`src/rtl/fsk_pkg.sv`:
```
// Shared constants and FSM state for the FSK serial link.
// Used by both the receiver and the modulator side.
package fsk_pkg;
  localparam int SAMPLES_PER_BIT = 16;
  localparam int MARK_EDGES = 4;
  localparam int SPACE_EDGES = 2;
  localparam int WORD_W = 12;
  localparam int SYNC_W = 8;
  localparam logic [SYNC_W-1:0] SYNC_PAT = 8'hA5;
  localparam int THRESH = (MARK_EDGES + SPACE_EDGES + 1) / 2;
  localparam int WIN_W = $clog2(SAMPLES_PER_BIT);
  localparam int CNT_W = $clog2(SAMPLES_PER_BIT + 1);
  localparam int IDX_W = $clog2(WORD_W);

  typedef enum logic {
    HUNT,
    DATA
  } state_t;
endpackage

```
`src/rtl/fsk_bit_slicer.sv`:
```
// FSK bit slicer: sync, edge count per window, bit decision.
// Ports: clk, reset (async low), fsk_in -> bit_val, bit_stb, total (FSK_RX_AMBIG_EN).
module fsk_bit_slicer
  import fsk_pkg::*;
(
  input  logic             clk,
  input  logic             reset,
  input  logic             fsk_in,
`ifdef FSK_RX_AMBIG_EN
  output logic [CNT_W-1:0] total,
`endif
  output logic             bit_val,
  output logic             bit_stb
);
  localparam logic [CNT_W-1:0] CNT_MAX = '1;
  localparam logic [CNT_W-1:0] THR = CNT_W'(THRESH);
  localparam logic [WIN_W-1:0] WIN_LAST =
    WIN_W'(SAMPLES_PER_BIT - 1);

  logic             s1, s2, s3;
  logic [WIN_W-1:0] win;
  logic [CNT_W-1:0] cnt;
  logic [CNT_W-1:0] sum;
  logic             edge_hit;
  logic             last;

  assign edge_hit = s2 & ~s3;
  assign last = (win == WIN_LAST);
  // count including this cycle's edge, saturating
  assign sum = (edge_hit && cnt != CNT_MAX)
             ? cnt + CNT_W'(1) : cnt;

  always_ff @(posedge clk or negedge reset) begin
    if (!reset) begin
      s1      <= 1'b0;
      s2      <= 1'b0;
      s3      <= 1'b0;
      win     <= '0;
      cnt     <= '0;
      bit_val <= 1'b0;
      bit_stb <= 1'b0;
`ifdef FSK_RX_AMBIG_EN
      total   <= '0;
`endif
    end else begin
      s1      <= fsk_in;
      s2      <= s1;
      s3      <= s2;
      bit_stb <= 1'b0;
      if (last) begin
        win     <= '0;
        cnt     <= '0;
        bit_val <= (sum >= THR);
        bit_stb <= 1'b1;
`ifdef FSK_RX_AMBIG_EN
        total   <= sum;
`endif
      end else begin
        win <= win + WIN_W'(1);
        cnt <= sum;
      end
    end
  end
endmodule

```
`src/rtl/fsk_frame_rx.sv`:
```
// Framed FSK receiver: sync hunt and word deserializer.
// Ports: clk, reset, fsk_in -> dataout, valid, locked, bit_val, bit_stb, ambig_cnt (FSK_RX_AMBIG_EN).
module fsk_frame_rx
  import fsk_pkg::*;
(
  input  logic              clk,
  input  logic              reset,
  input  logic              fsk_in,
  output logic [WORD_W-1:0] dataout,
  output logic              valid,
  output logic              locked,
  output logic              bit_val,
`ifdef FSK_RX_AMBIG_EN
  output logic [7:0]        ambig_cnt,
`endif
  output logic              bit_stb
);
  localparam logic [IDX_W-1:0] IDX_LAST = IDX_W'(WORD_W - 1);

  state_t            state;
  logic [SYNC_W-1:0] sync_sr;
  logic [WORD_W-1:0] data_sr;
  logic [IDX_W-1:0]  idx;
  logic [SYNC_W-1:0] sync_nxt;
  logic [WORD_W-1:0] data_nxt;

`ifdef FSK_RX_AMBIG_EN
  logic [CNT_W-1:0]  total;
`endif

  fsk_bit_slicer u_slicer (
    .clk     (clk),
    .reset   (reset),
    .fsk_in  (fsk_in),
`ifdef FSK_RX_AMBIG_EN
    .total   (total),
`endif
    .bit_val (bit_val),
    .bit_stb (bit_stb)
  );

  assign sync_nxt = {sync_sr[SYNC_W-2:0], bit_val};
  assign data_nxt = {data_sr[WORD_W-2:0], bit_val};

  always_ff @(posedge clk or negedge reset) begin
    if (!reset) begin
      state   <= HUNT;
      sync_sr <= '0;
      data_sr <= '0;
      idx     <= '0;
      dataout <= '0;
      valid   <= 1'b0;
      locked  <= 1'b0;
    end else begin
      valid <= 1'b0;
      if (bit_stb) begin
        unique case (state)
          HUNT: begin
            sync_sr <= sync_nxt;
            if (sync_nxt == SYNC_PAT) begin
              state  <= DATA;
              idx    <= '0;
              locked <= 1'b1;
            end
          end
          DATA: begin
            data_sr <= data_nxt;
            idx     <= idx + IDX_W'(1);
            if (idx == IDX_LAST) begin
              dataout <= data_nxt;
              valid   <= 1'b1;
              state   <= HUNT;
              locked  <= 1'b0;
              sync_sr <= '0;
            end
          end
          default: state <= HUNT;
        endcase
      end
    end
  end

`ifdef FSK_RX_AMBIG_EN
  // windows that look like neither tone
  always_ff @(posedge clk or negedge reset) begin
    if (!reset) begin
      ambig_cnt <= '0;
    end else if (bit_stb
              && total != CNT_W'(MARK_EDGES)
              && total != CNT_W'(SPACE_EDGES)
              && ambig_cnt != 8'hFF) begin
      ambig_cnt <= ambig_cnt + 8'd1;
    end
  end
`endif
endmodule

```
`config.mk`:
```
export PLATFORM = sky130hd
export DESIGN_NAME = fsk_frame_rx
export DESIGN_NICKNAME = d
export VERILOG_FILES = /design/src/rtl/fsk_pkg.sv /design/src/rtl/fsk_bit_slicer.sv /design/src/rtl/fsk_frame_rx.sv
export SDC_FILE = /design/constraint.sdc
export NUM_CORES = 1
export LEC_CHECK = 0
export CAP_MARGIN = 30
export CORE_MARGIN = 4
export CORE_UTILIZATION = 45
export CTS_BUF_LIST = sky130_fd_sc_hd__clkbuf_8
export DETAILED_ROUTE_END_ITERATION = 10
export PLACE_DENSITY_LB_ADDON = 0.1
export SYNTH_ARGS = -nofsm -noshare
export SYNTH_HDL_FRONTEND = slang
export SYNTH_HIERARCHICAL = 1
export SYNTH_SLANG_ARGS = --single-unit
```
`constraint.sdc`:
```
create_clock -name clk -period 4.95 [get_ports clk]
set_input_delay 1.2375 -clock clk [delete_from_list [all_inputs] [get_ports clk]]
set_output_delay 1.2375 -clock clk [all_outputs]
set_load 0.1 [all_outputs]
```
# Word level (Yosys, flattened, before mapping)
# Cells that the tools add are included.
# totals
out_inout_bits	16
regBits	51
elab_cells	50
in_bits	3
# classes
bitwise	3
reduce_logical	6
eq_ne	6
n_mux	17
magnitude_cmp	1
n_addsub	3
# op_table
op	n
one-hot mux 7 bit (2 select lines)	1
2-to-1 mux 5 bit	2
adder 4 x 1 -> 4 bit, second input constant	2
equality test 4 bit, second input constant	2
equality test 8 bit, second input constant	1
2-to-1 mux 1 bit	8
2-to-1 mux 4 bit	2
one-hot mux 4 bit (2 select lines)	1
2-to-1 mux 7 bit	1
AND reduction 2 bit	3
AND reduction 3 bit	2
adder 5 x 1 -> 5 bit, second input constant	1
greater-or-equal comparator 5 x 2 -> 1 bit, second input constant	1
!= test 5 bit, second input constant	1
one-hot mux 1 bit (2 select lines)	2
!= test 2 x 1 -> 1 bit, second input constant	1
!= test 2 bit, second input constant	1
inverter 1 bit	2
AND 1 bit	1
logical AND 1 bit	1

# Longest topological paths before layout
# depth
ltp_word	5
ltp_mapped	7
mapped_depth_nobuf	7

# By module
# Netlist, hierarchy kept.
# modules_own_cells
module	instances	area_per_inst_um2	seq_area_each_um2	cells_each
fsk_frame_rx	1	1580.3	925.9	104
fsk_bit_slicer	1	586.8	350.3	49

# Worst setup path before layout
# No wires, ideal clock.
# synth_timing
path_type	reg2out
startpoint	reg u_slicer.bit_stb
endpoint	out bit_stb
path_buffers	0
required_ns	3.713
path_stages_with_launch	1
slack_ns	2.725
arrival_ns	0.987
cell_sequence	dfrtp_1
# synth_lines
element	line	source
from (decl)	fsk_bit_slicer.sv:13	output logic bit_stb
from (signal assigned)	fsk_bit_slicer.sv:41	bit_stb <= 1'b0;
from (signal assigned)	fsk_bit_slicer.sv:49	bit_stb <= 1'b0;
from (signal assigned)	fsk_bit_slicer.sv:54	bit_stb <= 1'b1;
to (decl)	fsk_frame_rx.sv:16	output logic bit_stb
# No word-level cell between the ends.

# Worst setup path in the final report
# layout_timing
startpoint	reg u_slicer.bit_stb
endpoint	out bit_stb
# No word-level cell between the ends.

==> summary.txt <==
status -> finished clean
r2r setup slk -> 2880 ps
slew margin rel. -> 34.8%
Hold Vio Cnt, Final -> 0
post-synthesis cell type with the largest combined area -> dfrtp_1
gr usage total -> 13.4%
TritonCTS buffer count -> 5
power per standard cell area -> 304 nW/um2
worst hold start -> u_slicer/s1$_DFF_PN0_
largest net degree at the start of global routing -> 34
Initial Util -> 48.1%
Post-DRT Antenna Nets -> 0
Post-DP HPWL -> 2430 um
Hold WC Path Type -> flop to flop
Tcrit/Tclk final -> 64.4%
die width -> 77.4 um
net load switching power -> 0.194 mW
RR Startpoint -> u_slicer/cnt[0]$_DFF_PN0_
XOR/XNOR share of the synthesized area -> 1.62%
Mapped Area -> 2170 um2
I/O Pins -> 19
power share of the combinational group -> 9.9%
critical path buffer and inverter count -> 1
Post-synth ARST share -> 100%
Compound-Gate Fraction of Synth Area -> 9.99%
FMAX -> 314 MHz
Post-synth EDFFs -> 0
Post-Place Setup Slack -> 2090 ps
vias in the first global route -> 1364
DRC viols -> 0
largest stage delay on the critical path -> 1180 ps
fin worst setup slack -> 1760 ps
Reg clk slew, reported paths -> 90 ps
PortBufs -> 18
synth warn -> 6
CTS H-tree depth -> 2
Clk pwr share -> 29.9%
Routability Congestion -> 0.760
Die Y -> 77.4 um
area grow syn2layout -> 14.0%
register area share after synthesis -> 58.9%
most frequent cells in the layout -> 51 x dfrtp_1, 17 x clkdlybuf4s50_1, 14 x mux2_2
Crit-path slowest cell -> clkdlybuf4s50_1
max cap viols -> 0
Max IR drop VDD -> 0.194 mV
RSZ-0062 raised after global routing -> false
Flop pwr share -> 60.3%
Leak -> 1.24 nW
CP startpoint -> u_slicer/bit_stb$_DFF_PN0_
Post-Syn Nets -> 160
Setup Skew -> 4.59 ps
root buf cell -> clkbuf_8
initial antenna violation count -> 0
die footprint -> 5990 um2
Starting DRT DRC Count -> 38
cts hold-fix bufs -> 0
post-CTS resize count -> 0
# setup viols final -> 0
#FFs+latches synth -> 51
WS Path Type -> flop to output pin
most common cell after layout, fill and taps aside -> dfrtp_1
clk sinks -> 51
Bufs on Longest Clock Path -> 2
final WL -> 3640 um
grt total ovfl -> 0
fillcell total -> 393
largest fanout on the critical path -> 8
Worst setup SP type -> flop
largest family of logic cells by synthesized area -> multiplexers
post-synthesis adder-cell area fraction -> 2.31%
total setup buffers inserted after CTS -> 0
CTS tree -> yes
Synth Flop Type -> dfrtp_1
Via-to-Cell Ratio -> 5.43
Synth cell types -> 39
endpoint class of the critical path -> output pin
setup TNS -> 0 ps
drt pass-1 iters -> 4
Cells after Synth -> 153
antenna diode count -> 0
Critical Path AT -> 1950 ps
worst slew pin tran -> 975 ps
mux cell area share after synthesis -> 14.9%
Period minus WS final -> 3190 ps
Core Area -> 4500 um2
DR WL/cell -> 15.9 um
hold path depth -> 0
Critical Path RT -> 3710 ps
global-route wire length before repair -> 6330 um
internal power -> 0.557 mW
Reg2Reg Capture Point -> u_slicer/bit_val$_DFFE_PN0P_
hold endpoint -> u_slicer/s2$_DFF_PN0_
share of layout cells above drive strength 1 -> 25.6%
clk_lat worst skew -> 300 ps
total number of vias -> 1239
R2R cell count -> 7
Worst path top cell family by delay -> buffers and inverters
Synth Area in Simple Gates -> 9.47%
max-slew violations -> 0
crit path cell chain -> clkdlybuf4s50_1
row count -> 24
Syn Area/Cell -> 14.2 um2
share of Yosys cell area claimed by the top area cell type -> 58.9%
Area contributors post-synth -> dfrtp_1 59%, mux2_2 7.3%, mux2_4 6.2%, a22o_2 3.2%, ha_1 2.3%
Net Sw Frac -> 25.9%
final net count -> 182
## worst reg2reg max path: cells and delay by family (launching register included)
kind | cells | cell delay [ps]
xor+xnor | 1 | 200
simple gates | 3 | 720
flops | 1 | 430
fa+ha+maj | 2 | 460
compound gates | 1 | 120
## Yosys cell counts (2+ instances only)
| library cell | count |
|---|---|
| a211o_1 | 2 |
| a22o_2 | 7 |
| o21ai_0 | 6 |
| nand2_1 | 3 |
| nand4bb_1 | 2 |
| a31oi_1 | 2 |
| nor2_1 | 9 |
| xor2_1 | 3 |
| buf_4 | 2 |
| mux2i_1 | 3 |
| mux2_4 | 9 |
| o211a_1 | 2 |
| inv_1 | 6 |
| nand3_1 | 2 |
| ha_1 | 4 |
| dfrtp_1 | 51 |
| mux2_2 | 14 |
| and3_1 | 3 |
| a21oi_1 | 3 |
## registers in the layout, indices dropped and copies added, names as in the netlist
signal	cells
dataout	12
data_sr	11
sync_sr	7
u_slicer/cnt	5
idx	4
u_slicer/win	4
locked	1
state	1
u_slicer/bit_stb	1
u_slicer/bit_val	1
u_slicer/s1	1
u_slicer/s2	1
u_slicer/s3	1
valid	1
## metrics by stage
stage               cells  area (um2)  total power, mW  hold slack, ps  util, %
floorplan             153        2170            0.507             331        -
global placement      219        2370            0.529             340     52.6
detailed placement    220        2390            0.536             343     53.0
CTS                   228        2470            0.761             364     54.8
global route          228        2470            0.786             386     54.8
finish                228        2470            0.751             360     54.8
## routing by layer
metal	routed length (um)	share of wire, %	vias to the layer above	track usage, %
met4	57	1.6	0	5.34
met2	1830	50	17	21.8
met1	1630	45	625	16.6
li1	-	-	592	-
met5	0	0	-	0
met3	120	3.3	5	4.28
## power by group through the flow
| stage | registers (mW) | clock network (mW) | logic [mW] |
|---|---|---|---|
| 6_report | 0.453 | 0.224 | 0.0741 |
| 5_1_grt | 0.455 | 0.252 | 0.0791 |
| 4_1_cts | 0.453 | 0.233 | 0.0751 |
| 3_5_place_dp | 0.461 | 0 | 0.0743 |
| 3_3_place_gp | 0.458 | 0 | 0.0717 |
| 2_1_floorplan | 0.484 | 0 | 0.0232 |
## cell type report
class                           count  area [um2]  area share [%]
Clock buffer                        5        68.8            2.79
Multi-Input combinational cell     92         830            33.6
Inverter                            6        22.5           0.912
Sequential cell                    51        1280            51.7
Clock inverter                      3        12.5           0.507
Tap cell                           52        65.1            2.63
Timing Repair Buffer               19         195            7.90
## how the worst max path moves through the flow
stage               depth (start not counted)  slack, ps  endpoint
floorplan                                   0       2730   bit_stb
global placement                            1       2110   bit_stb
detailed placement                          1       2090   bit_val
CTS                                         1       1750   bit_val
global route                                1       1690   bit_val
finish                                      1       1760   bit_stb
## cells by family after synthesis
group	Yosys count
AO/OA/AOI/OAI	27
XOR/XNOR	4
adder cells (fa/ha/maj)	4
buffers and inverters	10
flip-flops	51
multiplexers	26
AND/OR/NAND/NOR	31
Note: power is estimated with default switching activity, not from simulation.
